$ cat config.mk
export PLATFORM = sky130hd
export DESIGN_NAME = sprite_anim
export DESIGN_NICKNAME = d
export VERILOG_FILES = /design/src/rtl/sprite_pkg.sv /design/src/rtl/sprite_anim_rom.sv /design/src/rtl/sprite_anim.sv
export SDC_FILE = /design/constraint.sdc
export NUM_CORES = 1
export LEC_CHECK = 0
export CAP_MARGIN = 20
export CORE_MARGIN = 2
export CORE_UTILIZATION = 50
export DETAILED_ROUTE_END_ITERATION = 6
export DONT_BUFFER_PORTS = 1
export PLACE_DENSITY = 0.68
export SYNTH_ARGS = -nofsm -noshare
export SYNTH_HDL_FRONTEND = slang
export SYNTH_SLANG_ARGS = --single-unit
$ cat constraint.sdc
create_clock -name CLK -period 3.98 [get_ports CLK]
set_input_delay 0.199 -clock CLK [delete_from_list [all_inputs] [get_ports CLK]]
set_output_delay 0.199 -clock CLK [all_outputs]
set_load 0.005 [all_outputs]
$ cat src/rtl/sprite_pkg.sv
// sprite_pkg: shared raster constants, colour type and sprite ROM image
package sprite_pkg;
  localparam int SCREEN_W   = 640;
  localparam int SCREEN_H   = 480;
  localparam int RASTER_X_W = 10;
  localparam int RASTER_Y_W = 9;
  typedef struct packed {
    logic [3:0] r;
    logic [3:0] g;
    logic [3:0] b;
  } rgb12_t;
  // Sprite image as a pure function of ROM address; every eighth word (addr[2:0]==5) is the key colour
  function automatic logic [23:0] rom_pattern(input logic [15:0] a);
    return (a[2:0] == 3'd5) ? 24'h0AF50B : {a[11:4], a[7:0], ~a[7:0]};
  endfunction
endpackage

$ cat src/rtl/sprite_anim_rom.sv
// sprite_anim_rom: synchronous-read sprite ROM, 24-bit RGB words, 1-cycle latency
module sprite_anim_rom
  import sprite_pkg::*;
#(
  parameter int AW = 13
) (
  input  logic          clk,
  input  logic [AW-1:0] addr,
  output logic [23:0]   data
);
  // Registered read of the sprite image
  always_ff @(posedge clk) data <= rom_pattern(16'(addr));
endmodule

$ cat src/rtl/sprite_anim.sv
// sprite_anim: animated, mirrorable, colour-keyed sprite with frame-latched origin and 2-cycle pipeline
module sprite_anim
  import sprite_pkg::*;
#(
  parameter int          SPRITE_WID = 40,
  parameter int          SPRITE_HGT = 40,
  parameter int          NUM_FRAMES = 4,
  parameter int          FRAME_HOLD = 8,
  parameter int          COLOR_BITS = 4,
  parameter logic [11:0] KEY_COLOR  = 12'h0F0,
  localparam int         FW = (NUM_FRAMES > 1) ? $clog2(NUM_FRAMES) : 1
) (
  input  logic                  CLK,
  input  logic                  RESET,
  input  logic                  FRAME_START,
  input  logic [RASTER_X_W-1:0] SPRITE_ORIGIN_OFFSET_X,
  input  logic [RASTER_Y_W-1:0] SPRITE_ORIGIN_OFFSET_Y,
  input  logic                  VISIBLE,
  input  logic                  FLIP_X,
  input  logic                  ANIM_EN,
  input  logic [RASTER_X_W-1:0] RASTER_X,
  input  logic [RASTER_Y_W-1:0] RASTER_Y,
  output logic [COLOR_BITS-1:0] RED,
  output logic [COLOR_BITS-1:0] GRN,
  output logic [COLOR_BITS-1:0] BLU,
  output logic                  VALID,
  output logic [FW-1:0]         FRAME_IDX
);
  localparam int DEPTH = NUM_FRAMES * SPRITE_WID * SPRITE_HGT;
  localparam int AW    = (DEPTH > 1) ? $clog2(DEPTH) : 1;
  localparam int HW    = (FRAME_HOLD > 1) ? $clog2(FRAME_HOLD) : 1;
  logic [RASTER_X_W-1:0] org_x, lx, lxf;
  logic [RASTER_Y_W-1:0] org_y, ly;
  logic                  vis, flip, in_rect, v1, v2;
  logic [HW-1:0]         hold;
  logic [RASTER_X_W:0]   x_end;
  logic [RASTER_Y_W:0]   y_end;
  logic [AW-1:0]         addr, addr1;
  logic [23:0]           q;
  rgb12_t                px;
  logic                  unused_bits;
  // Shadow registers: sprite placement only changes at vertical blank so a frame never tears
  always_ff @(posedge CLK)
    if (RESET) begin
      org_x <= '0;
      org_y <= '0;
      vis   <= 1'b0;
      flip  <= 1'b0;
    end else if (FRAME_START) begin
      org_x <= SPRITE_ORIGIN_OFFSET_X;
      org_y <= SPRITE_ORIGIN_OFFSET_Y;
      vis   <= VISIBLE;
      flip  <= FLIP_X;
    end
  // Animation: each sprite frame is held for FRAME_HOLD video frames, then wraps through NUM_FRAMES
  always_ff @(posedge CLK)
    if (RESET) begin
      hold      <= '0;
      FRAME_IDX <= '0;
    end else if (FRAME_START && ANIM_EN) begin
      hold      <= (hold == HW'(FRAME_HOLD - 1)) ? '0 : hold + 1'b1;
      FRAME_IDX <= (hold != HW'(FRAME_HOLD - 1)) ? FRAME_IDX
                 : (FRAME_IDX == FW'(NUM_FRAMES - 1)) ? '0 : FRAME_IDX + 1'b1;
    end
  // Stage-1 geometry: widened bounds make the sprite clip at the screen edge instead of wrapping
  always_comb begin
    x_end   = {1'b0, org_x} + (RASTER_X_W + 1)'(SPRITE_WID);
    y_end   = {1'b0, org_y} + (RASTER_Y_W + 1)'(SPRITE_HGT);
    in_rect = (RASTER_X >= org_x) && ({1'b0, RASTER_X} < x_end)
           && (RASTER_Y >= org_y) && ({1'b0, RASTER_Y} < y_end);
    lx      = RASTER_X - org_x;
    ly      = RASTER_Y - org_y;
    lxf     = flip ? RASTER_X_W'(SPRITE_WID - 1) - lx : lx;
    addr    = AW'((32'(FRAME_IDX) * SPRITE_HGT + 32'(ly)) * SPRITE_WID + 32'(lxf));
  end
  // Stage-1 register: ROM address and pixel-coverage flag
  always_ff @(posedge CLK)
    if (RESET) begin
      addr1 <= '0;
      v1    <= 1'b0;
    end else begin
      addr1 <= addr;
      v1    <= in_rect & vis;
    end
  // Stage-2 coverage flag travels alongside the ROM read
  always_ff @(posedge CLK)
    if (RESET) v2 <= 1'b0;
    else v2 <= v1;
  sprite_anim_rom #(.AW(AW)) u_rom (
    .clk  (CLK),
    .addr (addr1),
    .data (q)
  );
  // Stage-2 keying: transparent or uncovered pixels output black with VALID low
  always_comb begin
    px          = '{r: q[23:20], g: q[15:12], b: q[7:4]};
    VALID       = v2 & (px != KEY_COLOR);
    RED         = VALID ? q[23 -: COLOR_BITS] : '0;
    GRN         = VALID ? q[15 -: COLOR_BITS] : '0;
    BLU         = VALID ? q[7 -: COLOR_BITS] : '0;
    unused_bits = ^q;
  end
endmodule
## Word-level counts from Yosys, hierarchy flattened

Cells that the tools add are included.

| storage, ports and cells | value |
|---|---|
| bits of input ports | 44 |
| register bits after elaboration | 64 |

| cells by class | value |
|---|---|
| bitwise logic cells | 4 |
| magnitude comparators | 4 |
| add/sub/neg operators | 9 |
| multiply operators | 2 |
| equal/unequal tests | 5 |
| mux-type cells | 6 |
| reduce and logical (&&, ||, !) cells | 5 |

Operator list:

| cell | number |
|---|---|
| $add 12x10->12 | 1 |
| $mux 4 | 3 |
| $ne 12x8->1 const B | 1 |
| $add 10x6->11 const B | 1 |
| $lt 10x11->1 | 1 |
| $add 8x9->10 | 1 |
| $add 9x6->10 const B | 1 |
| $ge 10x10->1 | 1 |
| $lt 9x10->1 | 1 |
| $mul 10x3->9 const B | 1 |
| $mux 10 | 1 |
| $sub 10x10->10 | 1 |
| $sub 6x10->10 const A | 1 |
| $ge 9x9->1 | 1 |
| $sub 9x9->9 | 1 |
| $not 8->8 | 1 |
| $eq 3x3->1 const B | 2 |
| $mul 2x3->5 const B | 1 |
| $logic_and 1x1->1 | 4 |
| $add 3x1->3 const B | 1 |
| $mux 3 | 1 |
| $ne 3x3->1 const B | 1 |
| $add 2x1->2 const B | 1 |
| $and 1x1->1 | 2 |
| 4 further kinds | 4 |

## Longest topological paths before layout

Gate-level depths: netlist (run 1).

| depth | value |
|---|---|
| depth after elaboration | 6 |
| depth in mapped cells | 21 |
| depth with buffers taken out | 21 |

## By module

From an unflattened synthesis (run 1), not the netlist that was laid out.

| unflattened totals | value |
|---|---|
| cell total of the unflattened synthesis | 518 |
| area total of the unflattened synthesis | 4,525.6 µm² |

By module, submodules not included:

| module | cells each | area each (µm²) | sequential area each (µm²) | instances |
|---|---|---|---|---|
| sprite_anim | 469 | 3,901.2 | 820.8 | 1 |
| sprite_anim_rom | 49 | 624.3 | 440.4 | 1 |

## Least setup slack after synthesis (run 1)

No wires, ideal clock.

| timing path | value |
|---|---|
| path kind | reg2reg |
| from | register org_y[0] |
| to | register addr1[10] |
| buffers on the path | 0 |
| stages on the path, launching flop included | 20 |
| library setup time | 128 ps |
| setup slack | -355 ps |
| data required time | 3,852 ps |
| arrival | 4,207 ps |
| cell sequence | dfxtp_1 -> ha_1 -> fa_1 -> nand2b_1 -> a21oi_1 -> xor2_1 -> inv_1 -> fa_1 -> inv_1 -> ha_1 -> inv_1 -> fa_1 -> inv_1 -> ha_1 -> a21o_1 -> a21o_1 -> a221o_1 -> a31oi_1 -> xnor2_1 -> nor2_1 |

| on the way | value |
|---|---|
| word-level cells in the longest chain between the ends | 4 |

Ends and longest elaborated chain:

| item | RTL line | RTL |
|---|---|---|
| from (decl) | sprite_anim.sv:33 | `logic [RASTER_Y_W-1:0] org_y, ly;` |
| from (signal assigned) | sprite_anim.sv:46 | `org_y <= '0;` |
| from (signal assigned) | sprite_anim.sv:51 | `org_y <= SPRITE_ORIGIN_OFFSET_Y;` |
| $sub 9x9->9 | sprite_anim.sv:72 | `ly = RASTER_Y - org_y;` |
| $add 8x9->10 | sprite_anim.sv:74 | `addr = AW'((32'(FRAME_IDX) * SPRITE_HGT + 32'(ly)) * SPRITE_WID + 32'(lxf));` |
| $mul 10x3->9 | sprite_anim.sv:74 |  |
| $add 12x10->12 | sprite_anim.sv:74 |  |
| to (signal assigned) | sprite_anim.sv:82 | `addr1 <= addr;` |
| to (decl) | sprite_anim.sv:38 | `logic [AW-1:0] addr, addr1;` |

No other way between the ends.
A chain may end at the register's enable or synchronous reset.

## Worst setup path after layout (run 1)

Ends and elaborated chain as after synthesis.

==> results.sh, run 1 <==
export IMPL_outcome="finished with violations"
export IMPL_violations="negative hold slack, negative setup slack"
export IMPL_slowest_delay_ps=530
export IMPL_setup_viol=2
export IMPL_cts_htree_levels=2
export IMPL_relSlewSlack=0.702
export IMPL_cp_end_kind="flop"
export IMPL_syn_avg_cell_area_sq_um=8.48
export IMPL_postSynth_asyncResetShare=0
export IMPL_ys_seq_area_frac=0.255
export IMPL_reg2reg_slack_ps=-200
export IMPL_gp_congestion=0.898
export IMPL_insertion_delay_ps=300
export IMPL_synth_distinct_cells=51
export IMPL_worstPathArrival_ps=4390
export IMPL_nets=639
export IMPL_path_clk_slew_ps=90
export IMPL_ant_nets=0
export IMPL_vias=3389
export IMPL_critPathSlowestCell="fa_2"
export IMPL_crit_required_ps=4190
export IMPL_dpl_hpwl_mm=6.84
export IMPL_drv_slew=0
export IMPL_ys_flop_type="dfxtp_1"
export IMPL_wl_per_cell_microns=14.3
export IMPL_fillCellCount=652
export IMPL_preCtsSetupSlack_ps=-302
export IMPL_rsz0062_at_grt="true"
export IMPL_grt_usage=0.212
export IMPL_final_layout_size_suffix_gt1_frac=0.148
export IMPL_dieArea_sq_mm=0.00874
export IMPL_placed_area_sq_mm=0.00428
export IMPL_ys_seq_elements=51
export IMPL_cts_buffers=5
export IMPL_top_level_ports=59
export IMPL_grt_overflow_total=0
export IMPL_grt_pass1_wl_mm=15.0
export IMPL_max_freq_mhz=239
export IMPL_drc=0
export IMPL_syn2layout_area_growth_pct=23.9
export IMPL_stdcell_area_sq_mm=0.00496
export IMPL_vdd_drop_max_mv=0.239
export IMPL_firstDrtPassIters=4
export IMPL_antenna_found_initial=0
export IMPL_maxCapViolCount=0
export IMPL_fin_crit_ps=4180
export IMPL_drtIter0Drc=114
export IMPL_tightest_slew_ps=446
export IMPL_layout_setup_ws_ps=-199
export IMPL_initial_core_util=0.518
export IMPL_cts_hold_buf=33
export IMPL_synth_enable_flop_cells=0
export IMPL_ys_warn_count=0
export IMPL_cts_max_path_buffers=2
export IMPL_clock_skew_ps=7.85
export IMPL_fp_dieW_microns=93.5
export IMPL_cp_start_kind="flop"
export IMPL_netlist_area_sq_mm=0.00400
export IMPL_netlist_instances=472
export IMPL_crit_chain="ha_4 > fa_2 > nand2b_4 > a21oi_4 > xor2_2 > inv_1 > fa_2 > inv_2 > ha_4 > inv_2 > fa_1 > inv_2 > ha_4 > a21o_1 > a21o_1 > a221o_1 > a31oi_1 > xnor2_1 > nor2_1"
export IMPL_grt_pass1_vias=3392
export IMPL_pwr_density_cell_mw_per_mm2=493
export IMPL_hold_path_class="input port to flop"
export IMPL_worstPathMaxFanout=3
export IMPL_drt_vias_per_instance=5.35
export IMPL_numClockSinks=51
export IMPL_die_h_microns=93.5
export IMPL_routed_wl_mm=9.06
export IMPL_core_area_sq_mm=0.00773
export IMPL_fin_crit_sh=1.05
export IMPL_hold_ws_ps=-40.0
export IMPL_root_buffer="clkbuf_8"
export IMPL_placedCellCount=585
export IMPL_syn_num_nets=580
export IMPL_portBuffers=0
export IMPL_critical_path_class="flop to flop"
export IMPL_antenna_cells=0
export IMPL_stdcell_count=634
export IMPL_hold_viol_final=5
export IMPL_grt_max_degree=40
export IMPL_rows=32
export IMPL_cts_tree="yes"
export IMPL_finalPower_uw=2450
export IMPL_cellLeakagePower_uw=0.00232
[worst max-delay path, delay by kind of cell, from the launching register on]
kind | cells | cell delay, ps
AOI/OAI and AO/OA | 5 | 1020
xor gates and xnor gates | 2 | 300
adders and majority gates | 6 | 2000
buffers and inverters | 4 | 200
DFF | 1 | 340
and+or+nand+nor | 2 | 220
[placed cells by master, fill, tap and decap left out, drive strengths merged, types with 12 or more instances in the layout]
master and n:
nand2 17, ha 59, xor2 12, xnor2 30
mux2i 23, dlygate4sd3 33, dfxtp 51, a21oi 33
inv 49, and2 16, buf 30, nor2 62
o21ai 18
[logic make-up after synthesis]
kind of cell | Yosys count | share of synthesized area
adders and majority gates | 64 | 0.209
xor gates and xnor gates | 44 | 0.103
DFF | 51 | 0.255
buffers and inverters | 60 | 0.0591
muxes | 23 | 0.0575
and+or+nand+nor | 142 | 0.176
AOI/OAI and AO/OA | 88 | 0.139
[synth_stat cells, types with 2 or more instances]
cell type   n  area, sq um
xor2_1     12          105
nor3_1      8         40.0
xnor2_1    30          263
nand2b_1    9         56.3
nand4_1     4         25.0
fa_1        5          100
nor2b_1     4         25.0
nor2_1     61          229
o211ai_1    4         30.0
mux2i_1    23          230
nand3_1     7         35.0
and3_1      3         18.8
a21o_1      8         60.1
ha_1       59          738
nor4b_1     2         17.5
o21ai_0    18         90.1
a21oi_1    32          160
and2_1     16          100
a31oi_1     6         37.5
a211o_1     2         17.5
inv_1      49          184
dfxtp_1    51         1020
nand2_1    17         63.8
o41a_1      2         22.5
clkbuf_1    8         30.0
nand3b_1    2         15.0
o21a_1      4         30.0
a211oi_1    3         22.5
[what timing repair did]
action,in CTS,in global routing
endpoints found under the setup margin,3,6
hold endpoints to repair,38,5
gates resized for setup,14,23
pin swaps,9,17
buffers inserted,3,6
[where the power goes]
| group | switching (uW) | leakage, uW | internal (uW) |
|---|---|---|---|
| combinational | 647 | 0.00183 | 721 |
| clock | 168 | 0.0000654 | 251 |
| sequential | 42.1 | 0.000423 | 616 |
[per-layer routing]
| metal | vias to the layer above | share of wire | global-route usage |
|---|---|---|---|
| li1 | 1732 | - | - |
| met1 | 1570 | 0.42 | 0.245 |
| met2 | 72 | 0.51 | 0.388 |
| met3 | 15 | 0.049 | 0.0500 |
| met4 | 0 | 0.018 | 0.0576 |
| met5 | - | 0 | 0 |
[area by class of cell]
class	instances	area, sq um	area share
multi-input combinational	361	2930	0.590
sequential	51	1020	0.207
timing repair buffer	63	563	0.113
inverter	49	184	0.0371
tap	102	128	0.0257
clock buffer	6	72.6	0.0146
clock inverter	2	60.1	0.0121
[through the flow]
| stage | hold slack (ps) | TNS (ps) | utilization |
|---|---|---|---|
| floorplan | 346 | -177 | - |
| global placement | 274 | -466 | 0.554 |
| detailed placement | 275 | -688 | 0.554 |
| CTS | -49.8 | -264 | 0.625 |
| global route | -57.9 | -916 | 0.642 |
| finish | -40.0 | -278 | 0.642 |
[path summary, 6_finish.rpt]
path	from	depth (start not counted)	endpoint
max	org_y[0]	19	addr1[10]
min	RESET	1	addr1[9]
max reg2reg	org_y[0]	19	addr1[10]
min reg2reg	addr1[5]	1	u_rom.data[5]
[state kept, by name, indices dropped and copies added (netlist names)]
name and count:
hold 3, u_rom.data 12, v2 1, FRAME_IDX 2
org_x 10, org_y 9, flip 1, vis 1
addr1 11, v1 1
No activity file was read; power rests on OpenSTA's default activity.
==> run 2: changes to the inputs <==
--- a/config.mk
+++ b/config.mk
@@ -6,7 +6,6 @@
 export NUM_CORES = 1
 export LEC_CHECK = 0
 export CAP_MARGIN = 20
-export CORE_MARGIN = 2
 export CORE_UTILIZATION = 50
 export DETAILED_ROUTE_END_ITERATION = 6
 export DONT_BUFFER_PORTS = 1
==> results.sh, run 2 (synthesis results as in run 1) <==
export IMPL_outcome="finished with violations"
export IMPL_violations="negative hold slack, negative setup slack"
export IMPL_routed_wl_mm=8.76
export IMPL_dpl_hpwl_mm=6.79
export IMPL_firstDrtPassIters=4
export IMPL_crit_required_ps=4180
export IMPL_cts_tree="yes"
export IMPL_fp_dieW_microns=91.5
export IMPL_cts_hold_buf=33
export IMPL_largest_register="u_rom.data"
export IMPL_root_buffer="clkbuf_8"
export IMPL_antenna_found_initial=0
export IMPL_slowest_delay_ps=540
export IMPL_die_h_microns=91.5
export IMPL_rsz0062_at_grt="true"
export IMPL_initial_core_util=0.518
export IMPL_crit_family="adder cells"
export IMPL_grt_usage=0.218
export IMPL_critPathSlowestCell="fa_2"
export IMPL_cp_start_kind="flop"
export IMPL_hold_viol_final=5
export IMPL_vdd_drop_max_mv=0.307
export IMPL_final_layout_size_suffix_gt1_frac=0.144
export IMPL_fin_util=0.640
export IMPL_drt_vias_per_instance=5.36
export IMPL_drtIter0Drc=99
export IMPL_pwr_density_cell_mw_per_mm2=482
export IMPL_multi_input_area_sq_mm=0.00290
export IMPL_syn2layout_area_growth_pct=23.4
export IMPL_cts_htree_levels=2
export IMPL_grt_overflow_total=0
export IMPL_drc=0
export IMPL_core_area_sq_mm=0.00773
export IMPL_path_buf_inv=4
export IMPL_insertion_delay_ps=300
export IMPL_wl_per_cell_microns=13.8
export IMPL_grt_pass1_wl_mm=15.0
export IMPL_antenna_cells=0
export IMPL_largest_reg_flops=12
export IMPL_grtUsageMet3=0.0503
export IMPL_reg2reg_slack_ps=-190
export IMPL_drv_slew=0
export IMPL_final_common_cell="nor2_1"
export IMPL_clock_skew_ps=11.7
export IMPL_maxCapViolCount=0
export IMPL_crit_chain="ha_4 > fa_2 > nand2b_4 > a21oi_4 > xor2_2 > inv_1 > fa_2 > inv_2 > ha_4 > inv_2 > fa_1 > inv_2 > ha_4 > a21o_1 > a21o_1 > a221o_1 > a31oi_1 > xnor2_1 > nor2_1"
export IMPL_cts_max_path_buffers=2
export IMPL_rr_worst_depth=19
export IMPL_layout_common_cells="nor2_1, ha_1, dfxtp_1"
export IMPL_r2r_end="addr1[10]"
export IMPL_hold_path_class="input port to flop"
export IMPL_nets=642
export IMPL_top_level_ports=59
export IMPL_worstPathMaxFanout=3
export IMPL_dieArea_sq_mm=0.00837
export IMPL_hp_start="RESET"
export IMPL_stdcell_count=637
export IMPL_max_freq_mhz=240
export IMPL_vias=3414
export IMPL_tightest_slew_ps=467
export IMPL_largestRegisters="u_rom.data: 12 flops, addr1: 11 flops, org_x: 10 flops"
export IMPL_critical_path_class="flop to flop"
export IMPL_path_clk_slew_ps=90
export IMPL_busiest_layer="met2"
export IMPL_layout_setup_ws_ps=-191
export IMPL_grt_use_met1=0.250
export IMPL_rows=32
export IMPL_numClockSinks=51
export IMPL_holdPathEnd="addr1[10]"
export IMPL_cts_buffers=5
export IMPL_hold_ws_ps=-33.8
export IMPL_portBuffers=0
export IMPL_grt_max_degree=40
export IMPL_cp_end_kind="flop"
export IMPL_placedCellCount=587
export IMPL_relSlewSlack=0.688
export IMPL_cellLeakagePower_uw=0.00233
export IMPL_fillCellCount=663
export IMPL_seqCellArea_sq_mm=0.00102
export IMPL_fin_crit_ps=4170
export IMPL_ant_nets=0
export IMPL_fin_crit_sh=1.05
export IMPL_grt_pass1_vias=3505
export IMPL_setup_viol=2
export IMPL_hold_path_depth=1
export IMPL_r2r_start="org_y[0]"
export IMPL_grt_use_met2=0.405
export IMPL_gp_congestion=0.866
export IMPL_worstPathArrival_ps=4370
-- run 2: cell type report --
type,instances,area share
multi-input cells,361,0.587
flip-flops and latches,51,0.207
repair buffers,66,0.119
inverters,49,0.0372
well taps,102,0.0258
clock buffers,6,0.0167
clock inverters,2,0.00709
-- run 2: how the worst max path moves through the flow --
stage / from / endpoint / slack [ps] / cells after the start
2_1_floorplan: org_y[0] / addr1[10] / -180 / 19
3_3_place_gp: org_y[0] / addr1[10] / -200 / 19
3_5_place_dp: org_y[0] / addr1[10] / -320 / 18
4_1_cts: org_y[0] / addr1[10] / -170 / 19
5_1_grt: org_y[0] / addr1[10] / -390 / 20
6_report: org_y[0] / addr1[10] / -190 / 19
-- run 2: stage by stage --
| stage | setup TNS, ps | setup slack, ps | total power, uW | cell area, sq um |
|---|---|---|---|---|
| 2_1_floorplan | -177 | -177 | 1530 | 4040 |
| 3_3_place_gp | -448 | -201 | 1770 | 4300 |
| 3_5_place_dp | -759 | -321 | 1810 | 4300 |
| 4_1_cts | -278 | -173 | 2290 | 4840 |
| 5_1_grt | -838 | -393 | 2570 | 4940 |
| 6_report | -267 | -191 | 2380 | 4940 |
-- run 2: repair_timing --
action,CTS,global route
pin swaps,19,15
setup endpoints to repair,3,5
resized for setup,16,15
hold endpoints to repair,38,5
setup buffers,5,4
-- run 2: routing by layer --
| metal | up-vias | part of all wire |
|---|---|---|
| li1 | 1735 | - |
| met1 | 1583 | 0.43 |
| met2 | 86 | 0.50 |
| met3 | 10 | 0.067 |
| met4 | 0 | 0.011 |
| met5 | - | 0 |
-- run 2: power breakdown --
group	leakage [uW]	internal (uW)	switching [uW]	total, uW
combinational	0.00185	725	632	1360
sequential	0.000423	616	39.4	655
clock	0.0000612	204	168	371
